--- config.mk ---
export PLATFORM = sky130hd
export DESIGN_NAME = pg_sum_stage
export DESIGN_NICKNAME = d
export VERILOG_FILES = /design/src/rtl/pg_sum_stage.sv
export SDC_FILE = /design/constraint.sdc
export NUM_CORES = 1
export LEC_CHECK = 0
export BUFFER_PORTS_ARGS = -buffer_cell sky130_fd_sc_hd__buf_4
export CAP_MARGIN = 10
export CELL_PAD_IN_SITES_DETAIL_PLACEMENT = 0
export CELL_PAD_IN_SITES_GLOBAL_PLACEMENT = 1
export CORE_MARGIN = 4
export CORE_UTILIZATION = 33
export CTS_BUF_LIST = sky130_fd_sc_hd__clkbuf_16
export CTS_CLUSTER_DIAMETER = 40
export DETAILED_ROUTE_END_ITERATION = 10
export GPL_ROUTABILITY_DRIVEN = 0
export PLACE_DENSITY_LB_ADDON = 0.1
export REMOVE_ABC_BUFFERS = 1
export SLEW_MARGIN = 40
export SYNTH_ARGS = -nofsm -noshare
export SYNTH_HDL_FRONTEND = slang
export SYNTH_SLANG_ARGS = --single-unit
--- constraint.sdc ---
create_clock -name clk -period 1.07 [get_ports clk]
set_input_delay 0.0535 -clock clk [delete_from_list [all_inputs] [get_ports clk]]
set_output_delay 0.0535 -clock clk [all_outputs]
set_load 0.05 [all_outputs]
--- src/rtl/pg_sum_stage.sv ---
// ---------------------------------------------------------------------------
// pg_sum_stage
//   Post-processing stage of a parallel-prefix adder. Takes the per-bit
//   propagate vector and the prefix group-generate vector from the dot-operator
//   tree. It forms the sum, the carry-out and the signed overflow, and
//   registers them behind a valid/ready handshake. A one-word skid register
//   lets the tree stall without a combinational path from out_ready to
//   in_ready.
//
// Parameters
//   WIDTH      operand / sum width in bits (>= 2)
//
// Ports
//   clk        clock, rising edge
//   rst        synchronous active-high reset
//   in_valid   upstream word valid
//   in_ready   stage can accept a word (flop output)
//   p_in       bitwise propagate a^b
//   gg_in      group generate, gg_in[i] = G[i:0] = carry into bit i+1
//   cin        carry into bit 0
//   out_valid  output word valid
//   out_ready  downstream accepts
//   sum_out    registered sum
//   cout_out   registered carry-out
//   ovf_out    registered signed overflow
// ---------------------------------------------------------------------------
module pg_sum_stage #(
  parameter int WIDTH = 8
) (
  input  logic             clk,
  input  logic             rst,
  input  logic             in_valid,
  output logic             in_ready,
  input  logic [WIDTH-1:0] p_in,
  input  logic [WIDTH-1:0] gg_in,
  input  logic             cin,
  output logic             out_valid,
  input  logic             out_ready,
  output logic [WIDTH-1:0] sum_out,
  output logic             cout_out,
  output logic             ovf_out
);

  typedef enum logic [1:0] {
    EMPTY = 2'd0,
    FULL  = 2'd1,
    SKID  = 2'd2
  } state_t;

  state_t state_reg, state_next;

  // -------------------------------------------------------------------------
  // Arithmetic
  // -------------------------------------------------------------------------
  // carry[i] is the carry into bit i. carry[WIDTH] is the carry-out.
  logic [WIDTH:0]   carry;
  logic [WIDTH-1:0] sum_calc;
  logic             cout_calc;
  logic             ovf_calc;

  genvar gi;
  generate
    for (gi = 0; gi <= WIDTH; gi++) begin : g_carry
      if (gi == 0) begin : g_cin
        assign carry[gi] = cin;
      end else begin : g_gg
        assign carry[gi] = gg_in[gi-1];
      end
    end
  endgenerate

  assign sum_calc  = p_in ^ carry[WIDTH-1:0];
  assign cout_calc = carry[WIDTH];
  // Signed overflow occurs when the carry into the MSB differs from the
  // carry out of it.
  assign ovf_calc  = carry[WIDTH] ^ carry[WIDTH-1];

  // -------------------------------------------------------------------------
  // Handshake
  // -------------------------------------------------------------------------
  logic in_ready_reg, out_valid_reg;
  logic in_xfer, out_xfer;

  assign in_xfer  = in_valid & in_ready_reg;
  assign out_xfer = out_valid_reg & out_ready;

  // State register. The handshake flags are registered here from the next
  // state, so in_ready never depends combinationally on out_ready.
  always_ff @(posedge clk) begin
    if (rst) begin
      state_reg     <= EMPTY;
      in_ready_reg  <= 1'b1;
      out_valid_reg <= 1'b0;
    end else begin
      state_reg     <= state_next;
      in_ready_reg  <= (state_next != SKID);
      out_valid_reg <= (state_next != EMPTY);
    end
  end

  // Next-state logic
  always_comb begin
    state_next = state_reg;
    case (state_reg)
      EMPTY: begin
        if (in_xfer) state_next = FULL;
      end
      FULL: begin
        if (in_xfer && !out_xfer)      state_next = SKID;
        else if (!in_xfer && out_xfer) state_next = EMPTY;
      end
      SKID: begin
        if (out_xfer) state_next = FULL;
      end
      default: state_next = EMPTY;
    endcase
  end

  // Output / datapath-control logic
  logic load_main_in, load_main_skid, load_skid;

  always_comb begin
    load_main_in   = 1'b0;
    load_main_skid = 1'b0;
    load_skid      = 1'b0;
    case (state_reg)
      EMPTY: load_main_in = in_xfer;
      FULL: begin
        // A new word replaces the main word only if the main word leaves
        // in the same cycle. Otherwise the new word parks in the skid.
        load_main_in = in_xfer & out_xfer;
        load_skid    = in_xfer & ~out_xfer;
      end
      SKID: load_main_skid = out_xfer;
      default: ;
    endcase
  end

  // -------------------------------------------------------------------------
  // Main and skid registers
  // -------------------------------------------------------------------------
  logic [WIDTH-1:0] sum_reg, skid_sum_reg;
  logic             cout_reg, skid_cout_reg;
  logic             ovf_reg, skid_ovf_reg;

  always_ff @(posedge clk) begin
    if (rst) begin
      sum_reg       <= '0;
      cout_reg      <= 1'b0;
      ovf_reg       <= 1'b0;
      skid_sum_reg  <= '0;
      skid_cout_reg <= 1'b0;
      skid_ovf_reg  <= 1'b0;
    end else begin
      if (load_main_in) begin
        sum_reg  <= sum_calc;
        cout_reg <= cout_calc;
        ovf_reg  <= ovf_calc;
      end else if (load_main_skid) begin
        sum_reg  <= skid_sum_reg;
        cout_reg <= skid_cout_reg;
        ovf_reg  <= skid_ovf_reg;
      end
      if (load_skid) begin
        skid_sum_reg  <= sum_calc;
        skid_cout_reg <= cout_calc;
        skid_ovf_reg  <= ovf_calc;
      end
    end
  end

  assign in_ready  = in_ready_reg;
  assign out_valid = out_valid_reg;
  assign sum_out   = sum_reg;
  assign cout_out  = cout_reg;
  assign ovf_out   = ovf_reg;

endmodule

==> reports/summary.log <==
INFO  outcome        run_status=complete, but fails checks
INFO  outcome        failing_checks=setup timing
INFO  logic_synthesis synth_compound_gate_area_share=0.2900
INFO  job            max_cap_violations=0
INFO  setup_path     slowest_stage=sky130_fd_sc_hd__dfxtp_4
INFO  global_routing grt_first_pass_wirelength=5250um
INFO  logic_synthesis post_synth_and_or_nand_nor_area_fraction=0.1654
INFO  logic_synthesis seq_total_area_yosys=0.4234
INFO  timing         timing.final.setup_violations=23
INFO  floorplanning  die_w=66.64um
INFO  logic_synthesis synth_cell_types=26
INFO  timing         post-route-period-util=1.122
INFO  worst_hold_path hold-path-cell-count=3
INFO  logic_synthesis synth.top_cells.by_area=sky130_fd_sc_hd__dfxtp_1 42%, sky130_fd_sc_hd__a21oi_1 9.3%, sky130_fd_sc_hd__nor3_1 8.8%, sky130_fd_sc_hd__xor2_1 6.9%, sky130_fd_sc_hd__a32oi_1 6.2%
INFO  layout         area.growth.synth_to_final=61.30%
INFO  timing         max_slew_margin=0.7499
INFO  global_routing grt_start_max_net_pins=26
INFO  timing         worst_slew_pin_slew=0.3740ns
INFO  logic_synthesis post_synth_xor_area_fraction=0.06946
INFO  route          initialDrtViolationCount=63
INFO  layout         combined_flip_flop_and_latch_cell_area=491.7um2
INFO  timing         timing.final.max_slew_violations=0
INFO  clock_tree     tritoncts=done
INFO  route          drc=0
INFO  timing         setup_repair_after_global_routing_missed_its_margin=true
INFO  placed_design  port-buffer-count=32
INFO  setup_path     critical_path_cell_count=5
INFO  timing         fmaxAchievable=832.7MHz
INFO  clock_tree     cts_inserted_buffers=3
INFO  setup_path     timing.critical_path.cells=nand3b_1, buf_6, clkbuf_16, o211ai_1, a21oi_1
INFO  clock_tree     cts_buffer_depth=2
INFO  setup_path     critical_path.endpoint_type=register
INFO  floorplanning  placement_rows=21
INFO  layout         final_antenna_diode_count=0
INFO  global_routing grt.total_usage=0.1539
INFO  route          route.detailed.vias_per_inst=5.362
INFO  logic_synthesis synth_top_family_by_area=compound AO/OA/AOI/OAI gates
INFO  logic_synthesis synthDominantAreaCellType=sky130_fd_sc_hd__dfxtp_1
INFO  clock_tree     clk_pin_slew=0.06ns
INFO  logic_synthesis synth.avg_cell_area=8.936um2
INFO  placed_design  place_hpwl=2037um
INFO  route          routed_length_per_placed_instance=14.92um
INFO  setup_path     path_delay_family=flip-flops
INFO  setup_path     critical_path.max_stage_delay=0.35ns
INFO  logic_synthesis synth_warnings=0
INFO  clock_tree     htreeDepth=1
INFO  route          wirelength=3252um
INFO  floorplanning  initial_standard_cell_utilization_of_the_core=0.3401
INFO  setup_path     critical_path_required=1.20ns
INFO  route          route.antenna.remaining_nets=0
INFO  setup_path     endpoint=sum_out[3]$_SDFFE_PP0P_
INFO  worst_hold_path worst_min_delay_path_class=in2reg
INFO  setup_path     critPathKind=reg2reg
INFO  logic_synthesis post_synth_instance_area=0.001135mm2
INFO  logic_synthesis number_of_cells_produced_by_synthesis=127
INFO  layout         final.fill_count=307
INFO  layout         mostFrequentLayoutCells=42 x sky130_fd_sc_hd__buf_4, 21 x sky130_fd_sc_hd__dfxtp_1, 20 x sky130_fd_sc_hd__a21oi_1
INFO  route          vias=1169
INFO  setup_path     cp_data_arrival_time=1.33ns
INFO  layout         nNetsFinal=195
INFO  logic_synthesis yosys.area.top_type_share=0.4234
INFO  timing         worst_slack=-0.1309ns
INFO  floorplanning  boundaryPins=33
INFO  setup_path     worstSetupStartpointType=register
INFO  placed_design  dpl_worst_slack=-0.1598ns
INFO  clock_tree     skew_pair_late_insertion_delay=0.25ns
INFO  global_routing grt_pass1_vias=1196
INFO  floorplanning  die_area=0.004441mm2
INFO  setup_path     r2r_setup_slack=-0.13ns
INFO  layout         layout_cells_sized_above_1=0.4767
INFO  layout         multiInputGateArea=710.7um2
INFO  timing         finalHoldViolations=0
INFO  global_routing grt_antenna_before_repair=0
INFO  clock_tree     cts-root-buf=sky130_fd_sc_hd__clkbuf_16
INFO  layout         layout.cells.most_common=sky130_fd_sc_hd__buf_4
INFO  logic_synthesis synth_adder_area_share=0
INFO  pwr            largest_voltage_drop_on_the_vdd_net=1227uV
INFO  setup_path     worst-path-buf-inv=2
INFO  timing         skew=0.001767ns
INFO  logic_synthesis synth.area.mux_share=0
INFO  setup_path     worst_r2r_path_depth=5
INFO  floorplanning  die_h=66.64um
INFO  pwr            finalPower=2.875mW
INFO  clock_tree     clkSinkCount=24
INFO  route          length_of_the_first_detailed_routing_pass_in_iterations=4
INFO  logic_synthesis ys_seq_elements=24
INFO  pwr            leakage=0.7205nW
INFO  timing         final_worst_path_period_need=1.201ns
INFO  setup_path     crit-reg2reg-capture=sum_out[3]$_SDFFE_PP0P_
INFO  setup_path     worstSetupStartpoint=state_reg[1]$_SDFF_PP0_
INFO  global_routing grt.overflow.total=0
INFO  setup_path     worstReg2RegStart=state_reg[1]$_SDFF_PP0_
INFO  floorplanning  placeableCoreArea=0.003337mm2
INFO  pwr            power-per-cell-area=1571mW/mm2
INFO  setup_path     worst-path-max-fanout=10
[power by group]
group	total, mW	internal, mW	switching, mW
Combinational	1.03	0.457	0.576
Clock	0.786	0.494	0.293
Sequential	1.06	0.993	0.0631
Total	2.87	1.94	0.932
[Yosys cell counts]
| cell type | count |
|---|---|
| sky130_fd_sc_hd__a21boi_2 | 1 |
| sky130_fd_sc_hd__o21ai_1 | 1 |
| sky130_fd_sc_hd__xor2_1 | 9 |
| sky130_fd_sc_hd__buf_4 | 1 |
| sky130_fd_sc_hd__and4_1 | 1 |
| sky130_fd_sc_hd__a31oi_1 | 1 |
| sky130_fd_sc_hd__dfxtp_1 | 24 |
| sky130_fd_sc_hd__or2_1 | 1 |
| sky130_fd_sc_hd__buf_2 | 8 |
| sky130_fd_sc_hd__a311oi_2 | 2 |
| sky130_fd_sc_hd__buf_1 | 1 |
| sky130_fd_sc_hd__a21o_1 | 3 |
| sky130_fd_sc_hd__a21oi_1 | 21 |
| sky130_fd_sc_hd__and3b_1 | 1 |
| sky130_fd_sc_hd__nand2b_1 | 1 |
| sky130_fd_sc_hd__a32oi_1 | 8 |
| sky130_fd_sc_hd__and4b_1 | 1 |
| sky130_fd_sc_hd__clkbuf_1 | 2 |
| sky130_fd_sc_hd__nand2_1 | 7 |
| sky130_fd_sc_hd__nand3_1 | 1 |
| sky130_fd_sc_hd__nand3b_1 | 1 |
| sky130_fd_sc_hd__a21bo_1 | 1 |
| sky130_fd_sc_hd__o211ai_1 | 8 |
| sky130_fd_sc_hd__nor3_1 | 20 |
| sky130_fd_sc_hd__nand4b_1 | 1 |
| sky130_fd_sc_hd__o32ai_1 | 1 |
[per-stage QoR]
| stage | std cells | area, um2 | TNS [ns] | util | hold slack, ns |
|---|---|---|---|---|---|
| 2_1_floorplan | 115 | 1076 | -13.09 | - | 0.1214 |
| 3_3_place_gp | 207 | 1504 | -1.663 | 0.4507 | 0.3466 |
| 3_5_place_dp | 207 | 1504 | -2.541 | 0.4507 | 0.3462 |
| 4_1_cts | 214 | 1697 | -0.9985 | 0.5084 | 0.07681 |
| 5_1_grt | 218 | 1831 | -3.278 | 0.5486 | 0.09176 |
| 6_report | 218 | 1831 | -2.062 | 0.5486 | 0.08449 |
[area by class of cell]
class | count | share of cell area
Multi-Input combinational cell | 91 | 0.3882
Clock buffer | 3 | 0.04101
Sequential cell | 24 | 0.2686
Tap cell | 46 | 0.03144
Timing Repair Buffer | 54 | 0.2707
[worst min path at each step]
stage | startpoint | to | slack [ns]
6_report | gg_in[7] | skid_cout_reg$_SDFFE_PP0P_ | 0.08
3_5_place_dp | gg_in[7] | skid_cout_reg$_SDFFE_PP0P_ | 0.35
5_1_grt | gg_in[7] | skid_cout_reg$_SDFFE_PP0P_ | 0.09
2_1_floorplan | rst | cout_out$_SDFFE_PP0P_ | 0.12
4_1_cts | gg_in[7] | skid_cout_reg$_SDFFE_PP0P_ | 0.08
3_3_place_gp | gg_in[7] | skid_cout_reg$_SDFFE_PP0P_ | 0.35
[worst min-delay path, stage by stage]
cell                      delay, ns
sky130_fd_sc_hd__buf_4         0.12
sky130_fd_sc_hd__nand3_1       0.06
sky130_fd_sc_hd__a21oi_1       0.05
[logic make-up after synthesis]
logic type / Yosys count
and+or+nand+nor: 35
xor gates and xnor gates: 9
buffers and inverters: 12
AOI/OAI and AO/OA: 47
DFF: 24
[metal layers]
| layer | share of wire | track usage | vias to the layer above |
|---|---|---|---|
| met5 | 0 | 0 | - |
| met4 | 0.023 | 0.06599 | 0 |
| met3 | 0.053 | 0.04553 | 6 |
| met2 | 0.50 | 0.2698 | 30 |
| met1 | 0.42 | 0.1706 | 559 |
| li1 | - | - | 574 |
[what timing repair did]
| action | CTS | global route |
|---|---|---|
| resized for setup | 25 | 14 |
| pin swaps | 8 | 5 |
| setup endpoints to repair | 24 | 25 |
| setup buffers | 2 | 2 |
| hold buffers | 0 | 0 |
| gates cloned | 2 | 2 |
(Power assumes the default switching activity.)
